==> src/rtl/tage_pkg.sv <==
// Shared TAGE types: T0 update bundle, controller states,
// and the 2-bit saturating counter update.
package tage_pkg;

  localparam int T0_ENTRIES = 1024;
  localparam int T0_ADDR_W  = $clog2(T0_ENTRIES);
  localparam int CTR_W      = 2;

  typedef logic [CTR_W-1:0]     ctr_t;
  typedef logic [T0_ADDR_W-1:0] t0_addr_t;

  typedef struct packed {
    t0_addr_t addr;
    logic     taken;
    ctr_t     ctr;
  } t0_upd_t;

  typedef enum logic {
    INIT,
    RUN
  } t0_ctrl_state_e;

  function automatic ctr_t ctr_sat_update(
    ctr_t c,
    logic taken
  );
    if (taken)
      return (c == '1) ? c : c + ctr_t'(1);
    return (c == '0) ? c : c - ctr_t'(1);
  endfunction

endpackage

==> src/rtl/tage_upd_fifo.sv <==
// Synchronous FIFO holding pending T0 updates,
// with occupancy count and synchronous clear.
import tage_pkg::*;

module tage_upd_fifo #(
  parameter int  DEPTH = 4,
  parameter type T     = t0_upd_t,
  localparam int PW    = $clog2(DEPTH),
  localparam int CW    = PW + 1
) (
  input  logic          clk,
  input  logic          rst,
  input  logic          clr,
  input  logic          push,
  input  logic          pop,
  input  T              din,
  output T              dout,
  output logic [CW-1:0] count
);

  T              mem [DEPTH];
  logic [PW-1:0] wptr;
  logic [PW-1:0] rptr;

  assign dout = mem[rptr];

  always_ff @(posedge clk) begin
    if (push) mem[wptr] <= din;
  end

  always_ff @(posedge clk or negedge rst) begin
    if (!rst) begin
      wptr  <= '0;
      rptr  <= '0;
      count <= '0;
    end else if (clr) begin
      wptr  <= '0;
      rptr  <= '0;
      count <= '0;
    end else begin
      if (push) wptr <= wptr + PW'(1);
      if (pop)  rptr <= rptr + PW'(1);
      unique case ({push, pop})
        2'b10:   count <= count + CW'(1);
        2'b01:   count <= count - CW'(1);
        default: count <= count;
      endcase
    end
  end

endmodule

==> src/rtl/tage_t0_upd_ctrl.sv <==
// T0 write scheduler: init sweep, then FIFO-drained counter updates.
// Optional flush port enabled by defining TAGE_T0_FLUSH_EN.
import tage_pkg::*;

module tage_t0_upd_ctrl #(
  parameter int   NUM_ENTRIES = T0_ENTRIES,
  parameter int   DEPTH       = 4,
  parameter ctr_t INIT_CTR    = 2'b10,
  localparam int  ADDR_W      = $clog2(NUM_ENTRIES),
  localparam int  QW          = $clog2(DEPTH) + 1
) (
  input  logic              clk,
  input  logic              rst,
  input  logic              upd_valid,
  output logic              upd_ready,
  input  logic [ADDR_W-1:0] upd_addr,
  input  logic              upd_taken,
  input  logic [1:0]        upd_ctr,
  input  logic              tbl_wr_block,
  output logic              tbl_we,
  output logic [ADDR_W-1:0] tbl_waddr,
  output logic [1:0]        tbl_wdata,
  output logic              init_busy,
  output logic [QW-1:0]     q_count
`ifdef TAGE_T0_FLUSH_EN
  ,
  input  logic              flush
`endif
);

  t0_ctrl_state_e    state;
  t0_ctrl_state_e    state_d;
  logic [ADDR_W-1:0] sweep_ptr;
  logic [ADDR_W-1:0] sweep_d;
  logic              we_d;
  logic [ADDR_W-1:0] waddr_d;
  ctr_t              wdata_d;
  t0_upd_t           din;
  t0_upd_t           head;
  logic              push;
  logic              pop;
  logic              do_flush;
  ctr_t              base;
  ctr_t              next_ctr;

`ifdef TAGE_T0_FLUSH_EN
  assign do_flush = flush;
`else
  assign do_flush = 1'b0;
`endif

  assign din       = {upd_addr, upd_taken, upd_ctr};
  assign init_busy = (state == INIT);
  assign upd_ready = (state == RUN) && (q_count < QW'(DEPTH));
  assign push      = upd_valid && upd_ready && !do_flush;
  assign pop       = (state == RUN) && (q_count != '0)
                  && !tbl_wr_block && !do_flush;

  // Head may target the entry being written right now; use that value.
  assign base     = (tbl_we && tbl_waddr == head.addr)
                  ? tbl_wdata : head.ctr;
  assign next_ctr = ctr_sat_update(base, head.taken);

  tage_upd_fifo #(
    .DEPTH (DEPTH),
    .T     (t0_upd_t)
  ) u_fifo (
    .clk   (clk),
    .rst   (rst),
    .clr   (do_flush),
    .push  (push),
    .pop   (pop),
    .din   (din),
    .dout  (head),
    .count (q_count)
  );

  always_comb begin
    state_d = state;
    sweep_d = sweep_ptr;
    we_d    = 1'b0;
    waddr_d = tbl_waddr;
    wdata_d = tbl_wdata;
    if (do_flush) begin
      state_d = INIT;
      sweep_d = '0;
    end else begin
      unique case (state)
        INIT: begin
          if (!tbl_wr_block) begin
            we_d    = 1'b1;
            waddr_d = sweep_ptr;
            wdata_d = INIT_CTR;
            sweep_d = sweep_ptr + ADDR_W'(1);
            if (sweep_ptr == ADDR_W'(NUM_ENTRIES - 1))
              state_d = RUN;
          end
        end
        RUN: begin
          if (pop) begin
            we_d    = 1'b1;
            waddr_d = head.addr;
            wdata_d = next_ctr;
          end
        end
        default: ;
      endcase
    end
  end

  always_ff @(posedge clk or negedge rst) begin
    if (!rst) begin
      state     <= INIT;
      sweep_ptr <= '0;
      tbl_we    <= 1'b0;
      tbl_waddr <= '0;
      tbl_wdata <= '0;
    end else begin
      state     <= state_d;
      sweep_ptr <= sweep_d;
      tbl_we    <= we_d;
      tbl_waddr <= waddr_d;
      tbl_wdata <= wdata_d;
    end
  end

endmodule

==> config.mk <==
export PLATFORM = sky130hd
export DESIGN_NAME = tage_t0_upd_ctrl
export DESIGN_NICKNAME = d
export VERILOG_FILES = /design/src/rtl/tage_pkg.sv /design/src/rtl/tage_upd_fifo.sv /design/src/rtl/tage_t0_upd_ctrl.sv
export SDC_FILE = /design/constraint.sdc
export NUM_CORES = 1
export LEC_CHECK = 0
export ABC_AREA = 1
export BUFFER_PORTS_ARGS = -buffer_cell sky130_fd_sc_hd__buf_2
export CAP_MARGIN = 30
export CORE_MARGIN = 2
export CORE_UTILIZATION = 59
export CTS_CLUSTER_DIAMETER = 50
export DETAILED_ROUTE_END_ITERATION = 7
export GPL_TIMING_DRIVEN = 0
export PLACE_DENSITY = 0.84
export SLEW_MARGIN = 0
export SYNTH_ARGS = -nofsm -noshare
export SYNTH_HDL_FRONTEND = slang
export SYNTH_HIERARCHICAL = 1
export SYNTH_SLANG_ARGS = --single-unit
==> constraint.sdc <==
create_clock -name clk -period 2.5 [get_ports clk]
set_input_delay 0.25 -clock clk [delete_from_list [all_inputs] [get_ports clk]]
set_output_delay 0.25 -clock clk [all_outputs]
set_load 0.01 [all_outputs]
* Word-level counts from Yosys, hierarchy flattened
Memories as Yosys holds them, arrays and structs flattened.
Index checks and enable logic that the tools add are counted.
** Word-level totals
- Memories :: 1
- Memory bits (writable) :: 52
- Output and inout port bits :: 18
- Flip-flop bits (word level) :: 31
- Input port bits :: 17
** Operators by class
- $add $sub $neg :: 7
- Mux-type cells :: 21
- Magnitude comparators :: 1
- Reductions and logical operators :: 11
- Eq/ne operators :: 7
- Bitwise operators :: 2
** Memory list
- u_fifo.mem :: depth 4, width 13, read ports 1, clocked after memory_dff 0, write ports 1, RTL line tage_upd_fifo.sv:21 : T mem [DEPTH];
** Operators by type and width (count)
- 10-bit two-way mux :: 2
- 10-bit one-hot mux with 2 select lines :: 1
- 2-bit two-way mux :: 7
- 10-bit by 1-bit adder with 10-bit output, second input constant :: 1
- 10-bit equality test :: 1
- 10-bit equality test, second input constant :: 1
- 1-bit two-way mux :: 8
- 2-bit by 1-bit adder with 2-bit output, second input constant :: 3
- 3-bit one-hot mux with 2 select lines :: 1
- 1-bit logical AND :: 5
- 2-bit equality test, second input constant :: 2
- 2-bit one-hot mux with 2 select lines :: 1
- 2-bit AND reduction :: 2
- 3-bit by 1-bit adder with 3-bit output, second input constant :: 1
- 3-bit < comparator, second input constant :: 1
- 3-bit nonzero test :: 1
- 3-bit by 1-bit subtractor with 3-bit output, second input constant :: 1
- 2-bit by 1-bit equality test with 1-bit output, second input constant :: 1
- 2-bit logical NOT :: 1
- 2-bit by 1-bit != test with 1-bit output, second input constant :: 1
- 2-bit != test, second input constant :: 1
- 1-bit NOT :: 2
- 1-bit one-hot mux with 2 select lines :: 1
- 2-bit nonzero test :: 1
- other kinds (2) :: 2

* Depth between registers and ports, before layout
Gate-level depths: netlist of run 1.
An unclocked memory read counts as a cell.
- Word-level depth :: 10
- Gate-level depth with buffers :: 18
- Depth with buffers taken out :: 16

* Hierarchy
Netlist of run 1, hierarchy kept.
** Modules (own cells, without submodules)
- tage_upd_fifo :: seq. area each 1736.7 µm², times used 1, cells each 184, area each 2502.4 µm²
- tage_t0_upd_ctrl :: seq. area each 600.6 µm², times used 1, cells each 200, area each 1475.2 µm²

* Worst setup path after synthesis of run 1
No wires, ideal clock.
- Path kind :: reg2reg
- Start point :: reg u_fifo.rptr[0]
- End point :: reg tbl_wdata[0]
- Setup slack :: 675 ps
- Required time :: 2382 ps
- Path buffers :: 2
- Setup time :: 118 ps
- Data arrival time :: 1707 ps
- Clock period less this slack :: 1825 ps
- Cell stages (with the launch flop) :: 19
- Path through :: dfrtp_1 buf_6 inv_8 buf_12 nor2_2 o22ai_1 inv_1 nand2_1 nand2_1 nor2_1 nand2_1 nor2_1 nand2_1 nand2_1 nand2_1 inv_1 nand2_1 nand3_1 nand2_1
** RTL lines
- start, declared :: RTL line tage_upd_fifo.sv:23 : logic [PW-1:0] rptr;
- start signal, assigned :: RTL line tage_upd_fifo.sv:42 : if (pop) rptr <= rptr + PW'(1);
- end signal, assigned :: RTL line tage_t0_upd_ctrl.sv:123 : tbl_wdata <= wdata_d;
- end, declared :: RTL line tage_t0_upd_ctrl.sv:22 : output logic [1:0] tbl_wdata,

==> results of run 1 <==
[per-layer routing]
layer  vias up  track usage (%)  wire (um)
li1       1366                -          -
met1      1331             30.4       3390
met2        81             40.7       4110
met3        15             5.10        437
met4         0             11.7        181
met5         -                0          0
[kinds of logic after synthesis]
family,Yosys count,synth area share (%)
flip-flops,83,58.8
AND/OR/NAND/NOR,152,17.8
XOR/XNOR,11,2.42
other,1,0.0943
buffers and inverters,64,8.02
AO/OA/AOI/OAI,67,10.8
adder cells (fa/ha/maj),6,2.08
[power groups by stage]
stage               sequential [mW]  clock, mW  combinational, mW
floorplan                      1.91          0               1.16
global placement               1.87          0               1.62
detailed placement             1.88          0               1.67
CTS                            1.86       1.00               1.69
global route                   1.89       1.05               1.91
finish                         1.86      0.988               1.70
[cell usage after synthesis (3+ instances only)]
cell type,n
nand3_1,16
buf_2,3
xor2_1,7
buf_6,4
o211ai_1,8
a21oi_1,4
nand2_1,81
xnor2_1,4
inv_2,7
dfrtp_1,31
nor2_1,28
nor2_2,13
o22ai_2,7
o22ai_1,6
inv_1,43
ha_1,5
o21ai_1,17
o21ai_0,20
edfxtp_1,52
[metrics by stage]
stage                     hold WS, ns  setup slack (ns)
after floorplan               -0.0456             0.675
after global placement          0.332             0.357
after detailed placement        0.331             0.297
after CTS                      0.0863             0.236
after global routing           0.0830           0.00420
final                          0.0974             0.264
[registers in the layout, indices dropped and copies added, names as in the netlist]
register / count
u_fifo/count: 3
u_fifo/rptr: 2
tbl_wdata: 2
state: 1
u_fifo/wptr: 2
u_fifo/mem: 52
tbl_we: 1
tbl_waddr: 10
sweep_ptr: 10
[final timing paths]
path | from | endpoint | depth (start not counted)
worst max register to register | u_fifo/rptr[1] | tbl_wdata[0] | 16
worst max-delay path | u_fifo/rptr[1] | tbl_wdata[0] | 16
min in group asynchronous | rst | tbl_wdata[1] | 2
worst min-delay path | upd_addr[3] | u_fifo/mem[3][6] | 1
worst min register to register | sweep_ptr[9] | sweep_ptr[9] | 1
max in group asynchronous | rst | u_fifo/rptr[0] | 2
[what timing repair did]
item                       4_1_cts  5_1_grt
setup endpoints to repair        0        2
gates resized for setup          0        2
hold endpoints to repair        31        0
hold buffers                     1        0
[worst reg2reg max path, stage by stage (launching register included)]
cell     delay, ns
dfrtp_1       0.43
inv_2         0.11
buf_2         0.25
o21ai_2       0.09
o22ai_1       0.27
inv_1         0.10
nand2_1       0.10
nand2_1       0.05
nor2_1        0.08
nand2_1       0.06
nor2_1        0.17
nand2_1       0.10
nand2_1       0.09
nand3_1       0.07
nand2_1       0.07
nand3_1       0.06
nand2_1       0.09
[layout make-up]
cell class	count	area [um^2]
timing repair buffer	35	180
tap	77	96.3
buffer	12	114
clock buffer	9	124
fill	469	1950
inverter	52	205
sequential	83	2340
multi-input combinational	238	1340
clock inverter	7	82.6
==> results.sh, run 1 <==
export IMPL_rows=29
export IMPL_grt_use_total_pct=24.4
export IMPL_layout_commonest_cell="nand2_1"
export IMPL_cts_num_sinks=83
export IMPL_switchingPower_mw=1.75
export IMPL_clk_insertion_delay_late_ns=0.36
export IMPL_syn2layout_area_growth_pct=12.6
export IMPL_gr_total_overflow=0
export IMPL_ys_warn_count=6
export IMPL_finalNonFillerCells=513
export IMPL_setup_worst_path_start_class="flip-flop"
export IMPL_clk_pin_slew_ns=0.09
export IMPL_setup_tns_final_ns=0
export IMPL_drv_slew=0
export IMPL_drtIter0Drc=197
export IMPL_power_leakage_nw=2.02
export IMPL_crit_slowest_cell="dfrtp_1"
export IMPL_p_comb_share_pct=37.5
export IMPL_dieArea_mm2=0.00741
export IMPL_synthArstFlopShare_pct=37.3
export IMPL_cp_arrival_ns=2.54
export IMPL_stdcell_area_mm2=0.00448
export IMPL_post_route_min_period_ns=2.24
export IMPL_crit_path_frequent_cell="nand2_1"
export IMPL_crit_buf_inv=3
export IMPL_portBuffers=34
export IMPL_synth_top_area_share_pct=39.3
export IMPL_syn_area_per_cell_um2=10.4
export IMPL_antenna_found_initial=0
export IMPL_start_util_pct=61.9
export IMPL_vias=2793
export IMPL_diodes=0
export IMPL_syn_cell_area_mm2=0.00398
export IMPL_vdd_ir_drop_max_uv=669
export IMPL_tightest_slew_ns=0.712
export IMPL_final_cell_mix="nand2_1 (81), edfxtp_1 (52), inv_1 (43), buf_2 (37), dfrtp_1 (31)"
export IMPL_drt_first_pass_iters=5
export IMPL_cp_max_fo=10
export IMPL_sw_frac_of_total_pct=38.5
export IMPL_path_delay_family="simple AND/OR/NAND/NOR gates"
export IMPL_synth_distinct_cells=42
export IMPL_drc=0
export IMPL_skew_ns=0.00787
export IMPL_relSlewSlack_pct=52.5
export IMPL_synth_top_area_cell="edfxtp_1"
export IMPL_htreeDepth=3
export IMPL_yosys_register_bits=83
export IMPL_ant_nets=0
export IMPL_status="complete, no violations"
export IMPL_drive_above_1_share_pct=23.6
export IMPL_seq_area_frac_synth_pct=58.8
export IMPL_cts_setup_buffers=0
export IMPL_utilization_pct=69.7
export IMPL_cts_made_buffers=9
export IMPL_critical_path_endpoint_type="flip-flop"
export IMPL_crit_type="flip-flop to flip-flop"
export IMPL_grt_max_degree=32
export IMPL_synth_ff_type="edfxtp_1"
export IMPL_grt_pass1_wl_um=13400
export IMPL_synth_enable_flop_cells=52
export IMPL_cp_required_ns=2.81
export IMPL_synth_area_top_cells="edfxtp_1 (39%), dfrtp_1 (20%), nand2_1 (7.6%), inv_1 (4.1%), nor2_1 (2.6%)"
export IMPL_path_cells="inv_2 -> buf_2 -> o21ai_2 -> o22ai_1 -> inv_1 -> nand2_1 -> nand2_1 -> nor2_1 -> nand2_1 -> nor2_1 -> nand2_1 -> nand2_1 -> nand3_1 -> nand2_1 -> nand3_1 -> nand2_1"
export IMPL_p_clk_share_pct=21.7
export IMPL_synthCells=384
export IMPL_p_per_area_mw_per_mm2=1020
export IMPL_core_mm2=0.00642
export IMPL_routed_wl_um=8120
export IMPL_finalSetupViolCount=0
export IMPL_die_w_um=86.1
export IMPL_rrSetupSlack_ns=0.26
export IMPL_dpl_cell_area_mm2=0.00425
export IMPL_place_congestion=0.865
export IMPL_min_path_type="input pin to flip-flop"
export IMPL_period_share_pct=89.4
export IMPL_dp_cells=496
export IMPL_cts_path_max_buffers=2
export IMPL_pwr_share_seq_pct=40.8
export IMPL_clock_fmax_ghz=0.447
export IMPL_cts_root_buf="clkbuf_8"
export IMPL_rsz0062_at_grt="no"
export IMPL_p_total_mw=4.55
export IMPL_layout_nets=454
export IMPL_ios=35
export IMPL_hold_violations=0
export IMPL_grt_pass1_vias=2862
export IMPL_fp_dieH_um=86.1
export IMPL_max_cap_viol_count=0
export IMPL_p_int_mw=2.80
export IMPL_cts_tree="yes"
export IMPL_critical_path_max_stage_delay_ns=0.43
export IMPL_routed_via_density=5.44
export IMPL_hpwlAfterDp_um=5560
export IMPL_wire_per_inst_um=15.8
Power figures use the tool's default switching activity.
==> run 2: changes to the inputs <==
- SETUP_SLACK_MARGIN: default -> 0.5
==> run 2 against run 1 <==
  * Combinational power is 32% higher
  * Sequential share of layout area is 4.2 points lower
  * Clock power hardly changed
  * Die area unchanged
  * Worst hold slack worse by 0.0054 ns
  * First-iteration DRC count up 10%
  * Cell count is 4.5% higher
  * Register-to-register slack improved by 0.18 ns
  * Setup slack gained 0.18 ns
  * Wire length rose by 15%
  * Critical path depth is 2 higher
  * Critical path type unchanged
  * Critical endpoint unchanged
  * Largest cell class unchanged
  * Highest routed layer unchanged
==> results.sh, run 2 (synthesis results as in run 1) <==
export IMPL_routed_wl_um=9300
export IMPL_min_path_type="input pin to flip-flop"
export IMPL_crit_buf_inv=5
export IMPL_cts_tree="yes"
export IMPL_reg2reg_depth=18
export IMPL_relSlewSlack_pct=53.7
export IMPL_layout_nets=477
export IMPL_cts_made_buffers=9
export IMPL_post_route_min_period_ns=2.06
export IMPL_critical_path_max_stage_delay_ns=0.38
export IMPL_largestRegisters="u_fifo/mem x52, sweep_ptr x10, tbl_waddr x10"
export IMPL_skew_ns=0.00999
export IMPL_routed_via_density=5.72
export IMPL_gr_total_overflow=0
export IMPL_final_cell_mix="nand2_1 (75), edfxtp_1 (52), inv_1 (39), buf_2 (35), dfrtp_1 (29)"
export IMPL_cts_num_sinks=83
export IMPL_p_total_mw=5.11
export IMPL_syn2layout_area_growth_pct=22.5
export IMPL_crit_cells=18
export IMPL_grt_max_degree=32
export IMPL_dieArea_mm2=0.00741
export IMPL_wire_per_inst_um=17.4
export IMPL_crit_slowest_cell="dfrtp_1"
export IMPL_largest_reg_flops=52
export IMPL_setup_worst_path_start_class="flip-flop"
export IMPL_start_util_pct=61.9
export IMPL_p_per_area_mw_per_mm2=1050
export IMPL_max_cap_viol_count=0
export IMPL_ios=35
export IMPL_cts_root_buf="clkbuf_8"
export IMPL_clock_fmax_ghz=0.486
export IMPL_grt_pass1_wl_um=14300
export IMPL_crit_type="flip-flop to flip-flop"
export IMPL_htreeDepth=3
export IMPL_period_share_pct=82.2
export IMPL_rows=29
export IMPL_drc=0
export IMPL_grt_use_total_pct=26.1
export IMPL_crit_path_frequent_cell="nand2_1"
export IMPL_power_leakage_nw=2.17
export IMPL_cp_arrival_ns=2.32
export IMPL_path_cells="buf_6 -> clkinv_8 -> buf_8 -> nor2_4 -> o22ai_2 -> inv_1 -> nand2_1 -> nand2_1 -> nor2_1 -> nand2_1 -> nor2_2 -> nand2_1 -> nand2_1 -> nand2_1 -> inv_1 -> nand2_1 -> nand3_1 -> nand2_1"
export IMPL_drtIter0Drc=217
export IMPL_vdd_ir_drop_max_uv=741
export IMPL_drt_first_pass_iters=4
export IMPL_vias=3068
export IMPL_layout_commonest_cell="nand2_1"
export IMPL_pre_cts_slack_ns=0.297
export IMPL_hpwlAfterDp_um=5560
export IMPL_cts_path_max_buffers=2
export IMPL_cp_required_ns=2.77
export IMPL_rsz0062_at_grt="yes"
export IMPL_status="complete, no violations"
export IMPL_regMostFlops="u_fifo/mem"
export IMPL_diodes=0
export IMPL_cp_max_fo=7
export IMPL_path_delay_family="simple AND/OR/NAND/NOR gates"
export IMPL_tightest_slew_ns=0.695
export IMPL_clk_pin_slew_ns=0.09
export IMPL_drive_above_1_share_pct=33.1
export IMPL_grt_pass1_vias=3018
export IMPL_ant_nets=0
export IMPL_core_mm2=0.00642
export IMPL_die_w_um=86.1
export IMPL_setup_tns_final_ns=0
export IMPL_critical_path_endpoint_type="flip-flop"
export IMPL_place_congestion=0.865
export IMPL_fp_dieH_um=86.1
export IMPL_antenna_found_initial=0
export IMPL_finalWorstSetupSlack_ns=0.444
export IMPL_finalSetupViolCount=0
export IMPL_portBuffers=34
export IMPL_hold_depth=1
export IMPL_clk_insertion_delay_late_ns=0.37
export IMPL_hold_violations=0
export IMPL_utilization_pct=75.8
export IMPL_drv_slew=0
-- run 2: power by group --
group,leakage (nW),internal (mW),switching (mW),total (mW)
clock,0.105,0.477,0.514,0.991
combinational,1.21,0.948,1.30,2.24
sequential,0.856,1.70,0.178,1.88
-- run 2: area by class of cell --
type                    instances  area [um^2]
flip-flops and latches         83         2340
fillers                       406         1550
multi-input cells             238         1470
plain buffers                  12          138
clock buffers                   9          124
clock inverters                 7         82.6
inverters                      52          213
well taps                      77         96.3
repair buffers                 58          405
-- run 2: worst reg2reg max path, delay by kind of cell (launching register included) --
kind / cells / cell delay [ns]
AND/OR/NAND/NOR: 12 / 0.86
flip-flops: 1 / 0.38
buffers and inverters: 5 / 0.50
AO/OA/AOI/OAI: 1 / 0.23
-- run 2: final timing paths --
| path | start | end | slack [ns] |
|---|---|---|---|
| hold / removal | upd_addr[3] | u_fifo/mem[0][6] | 0.09 |
| max in group asynchronous | rst | u_fifo/rptr[1] | 1.54 |
| hold reg to reg | sweep_ptr[9] | sweep_ptr[9] | 0.53 |
| min in group asynchronous | rst | tbl_wdata[1] | 0.45 |
| setup reg to reg | u_fifo/rptr[0] | tbl_wdata[0] | 0.44 |
| setup / recovery | u_fifo/rptr[0] | tbl_wdata[0] | 0.44 |
-- run 2: what timing repair did --
item | in CTS | in global routing
hold buffers | 1 | 0
pin swaps | 16 | 21
cloned | 1 | 1
setup endpoints to repair | 2 | 11
setup buffers | 18 | 3
hold endpoints to repair | 31 | 0
resized for setup | 21 | 39
-- run 2: routing by layer --
layer	track usage, %	vias up	share of wire [%]
met1	32.8	1483	39
met2	43.1	144	51
met4	13.6	0	3.7
met3	4.72	27	6.6
met5	0	-	0
li1	-	1414	-
-- run 2: through the flow --
step                      std cells  hold WS [ns]  area (um^2)
after detailed placement        496         0.331         4250
after floorplan                 385       -0.0456         3980
final                           536        0.0920         4870
after CTS                       532        0.0863         4710
after global routing            536        0.0799         4870
after global placement          496         0.332         4250
==> run 3: changes to the inputs <==
- CORE_UTILIZATION: 59 -> 53
- PLACE_DENSITY: 0.84 -> 0.8
- clock period: 2.5 -> 1.69 ns (I/O delays scaled with it)
==> run 3 against run 2 <==
  * The flow now finishes with violations (negative setup slack)
  * Sequential power grew 48%
  * Clock-buffer cell count is the same
  * Clock power grew 52%
  * Wire length grew 36%
  * Setup slack lost 0.93 ns
  * Clock skew grew 0.0079 ns
  * Largest cell class unchanged
  * Highest routed layer unchanged
==> results.sh, run 3 (synthesis results as in run 1) <==
export IMPL_core_mm2=0.00725
export IMPL_regMostFlops="u_fifo/mem"
export IMPL_clk_insertion_delay_late_ns=0.37
export IMPL_hpwlAfterDp_um=5830
export IMPL_hold_start="upd_addr[3]"
export IMPL_cp_arrival_ns=2.43
export IMPL_drt_first_pass_iters=7
export IMPL_finalSetupViolCount=12
export IMPL_cp_max_fo=10
export IMPL_grt_max_degree=32
export IMPL_diodes=0
export IMPL_grt_pass1_vias=3258
export IMPL_drc=0
export IMPL_p_per_area_mw_per_mm2=1520
export IMPL_switchingPower_mw=3.64
export IMPL_r2r_start="u_fifo/rptr[1]"
export IMPL_status="complete, but fails checks"
export IMPL_cts_root_buf="clkbuf_8"
export IMPL_tightest_slew_ns=0.745
export IMPL_post_route_min_period_ns=2.17
export IMPL_htreeDepth=3
export IMPL_p_comb_share_pct=51.5
export IMPL_hold_depth=1
export IMPL_place_congestion=0.926
export IMPL_cts_tree="yes"
export IMPL_vdd_ir_drop_max_uv=900
export IMPL_fp_dieH_um=90.6
export IMPL_layout_commonest_cell="nand2_1"
export IMPL_sw_frac_of_total_pct=41.0
export IMPL_critical_path_max_stage_delay_ns=0.45
export IMPL_hold_violations=0
export IMPL_power_leakage_nw=2.52
export IMPL_routed_via_density=5.75
export IMPL_layout_nets=529
export IMPL_violations="negative setup slack"
export IMPL_routed_wl_um=12600
export IMPL_p_int_mw=5.24
export IMPL_clk_pin_slew_ns=0.10
export IMPL_period_share_pct=129
export IMPL_final_cell_mix="nand2_1 (61), edfxtp_1 (52), buf_6 (51), buf_2 (30), buf_4 (30)"
export IMPL_wire_per_inst_um=20.7
export IMPL_min_path_type="input pin to flip-flop"
export IMPL_rrSetupSlack_ns=-0.48
export IMPL_rows=31
export IMPL_finalWorstSetupSlack_ns=-0.483
export IMPL_dp_cells=518
export IMPL_crit_slowest_cell="dfrtp_1"
export IMPL_skew_ns=0.0179
export IMPL_gr_total_overflow=0
export IMPL_crit_path_frequent_cell="nand2_1"
export IMPL_grt_use_total_pct=26.4
export IMPL_crit_type="flip-flop to flip-flop"
export IMPL_relSlewSlack_pct=50.3
export IMPL_min_to="u_fifo/mem[0][6]"
export IMPL_clock_fmax_ghz=0.460
export IMPL_vias=3506
export IMPL_reg2reg_depth=17
export IMPL_rsz0062_at_grt="yes"
export IMPL_start_util_pct=54.8
export IMPL_drive_above_1_share_pct=51.9
export IMPL_largest_reg_flops=52
export IMPL_cts_path_max_buffers=2
export IMPL_ios=35
export IMPL_critical_path_endpoint_type="flip-flop"
export IMPL_startpoint="u_fifo/rptr[1]"
export IMPL_dpl_cell_area_mm2=0.00439
export IMPL_rr_endpoint="tbl_wdata[0]"
export IMPL_cts_num_sinks=83
export IMPL_drv_slew=0
export IMPL_cp_required_ns=1.94
export IMPL_dieArea_mm2=0.00821
export IMPL_p_clk_share_pct=17.0
export IMPL_drtIter0Drc=459
export IMPL_portBuffers=34
export IMPL_pwr_share_seq_pct=31.5
export IMPL_largestRegisters="u_fifo/mem x52, sweep_ptr x10, tbl_waddr x10"
export IMPL_setup_worst_path_start_class="flip-flop"
export IMPL_syn2layout_area_growth_pct=47.3
export IMPL_max_cap_viol_count=0
export IMPL_antenna_found_initial=0
export IMPL_stdcell_area_mm2=0.00586
export IMPL_finalNonFillerCells=610
export IMPL_ant_nets=0
export IMPL_grt_pass1_wl_um=16500
export IMPL_cts_made_buffers=9
export IMPL_setup_tns_final_ns=-1.86
export IMPL_pre_cts_slack_ns=-0.513
export IMPL_path_cells="inv_2 -> buf_6 -> o21ai_2 -> o22ai_4 -> inv_2 -> nand2_1 -> nand2_1 -> nor2_1 -> nand2_1 -> nor2_2 -> nand2_1 -> nand2_1 -> nand2_1 -> inv_1 -> nand2_1 -> nand3_1 -> nand2_1"
export IMPL_die_w_um=90.6
-- run 3: cell types whose count changed in the layout (fill, tap and decap cells not counted), sizes merged --
cell / delta
clkinvlp: +1
clkinv: +5
clkbuf: -2
buf: +50
inv: -2
-- run 3: timing repair --
action                                  CTS  global route
hold buffers                              1             0
pin swaps                                22            40
cloned                                    7             0
endpoints found under the setup margin   81            85
hold endpoints to repair                 31             0
setup buffers                            40            28
resized for setup                        71           117
-- run 3: worst max-delay path by stage --
stage                    to  cells past startpoint
2_1_floorplan  tbl_wdata[0]                     18
3_3_place_gp   tbl_wdata[0]                     17
3_5_place_dp   tbl_wdata[1]                     16
4_1_cts        tbl_wdata[0]                     18
5_1_grt        tbl_wdata[0]                     17
6_report       tbl_wdata[0]                     17
-- run 3: power by group through the flow --
| stage | clock network, mW | logic [mW] | registers (mW) |
|---|---|---|---|
| finish | 1.51 | 4.57 | 2.79 |
| global route | 1.59 | 4.82 | 2.82 |
| CTS | 1.48 | 3.56 | 2.73 |
| detailed placement | 0 | 2.67 | 2.79 |
| global placement | 0 | 2.59 | 2.78 |
| floorplan | 0 | 1.85 | 2.84 |
-- run 3: area by class of cell --
type	instances	area, um^2
Multi-Input combinational cell	238	1780
Clock inverter	7	82.6
Clock buffer	9	124
Sequential cell	83	2340
Timing Repair Buffer	106	921
Inverter	52	268
Tap cell	99	124
Buffer	12	156
Timing Repair inverter	4	55.1
Fill cell	386	1400
-- run 3: per-layer routing --
metal | wire, um | part of all wire [%] | track usage (%)
met5 | 0 | 0 | 0
met4 | 542 | 4.3 | 9.62
met3 | 919 | 7.3 | 4.84
met2 | 6420 | 51 | 45.5
met1 | 4740 | 38 | 33.3
-- run 3: critical path, delay by kind of cell (launching register included) --
kind                   cells  cell delay (ns)
AND/OR/NAND/NOR           11             0.89
AO/OA/AOI/OAI              2             0.26
flip-flops                 1             0.45
buffers and inverters      4             0.44
-- run 3: metrics by stage --
step	power (mW)	hold slack, ns	utilization [%]
after CTS	7.77	0.0138	72.3
after floorplan	4.69	-0.127	-
after detailed placement	5.46	0.272	60.5
final	8.88	0.0130	80.8
after global routing	9.23	0.0113	80.8
after global placement	5.37	0.262	60.5
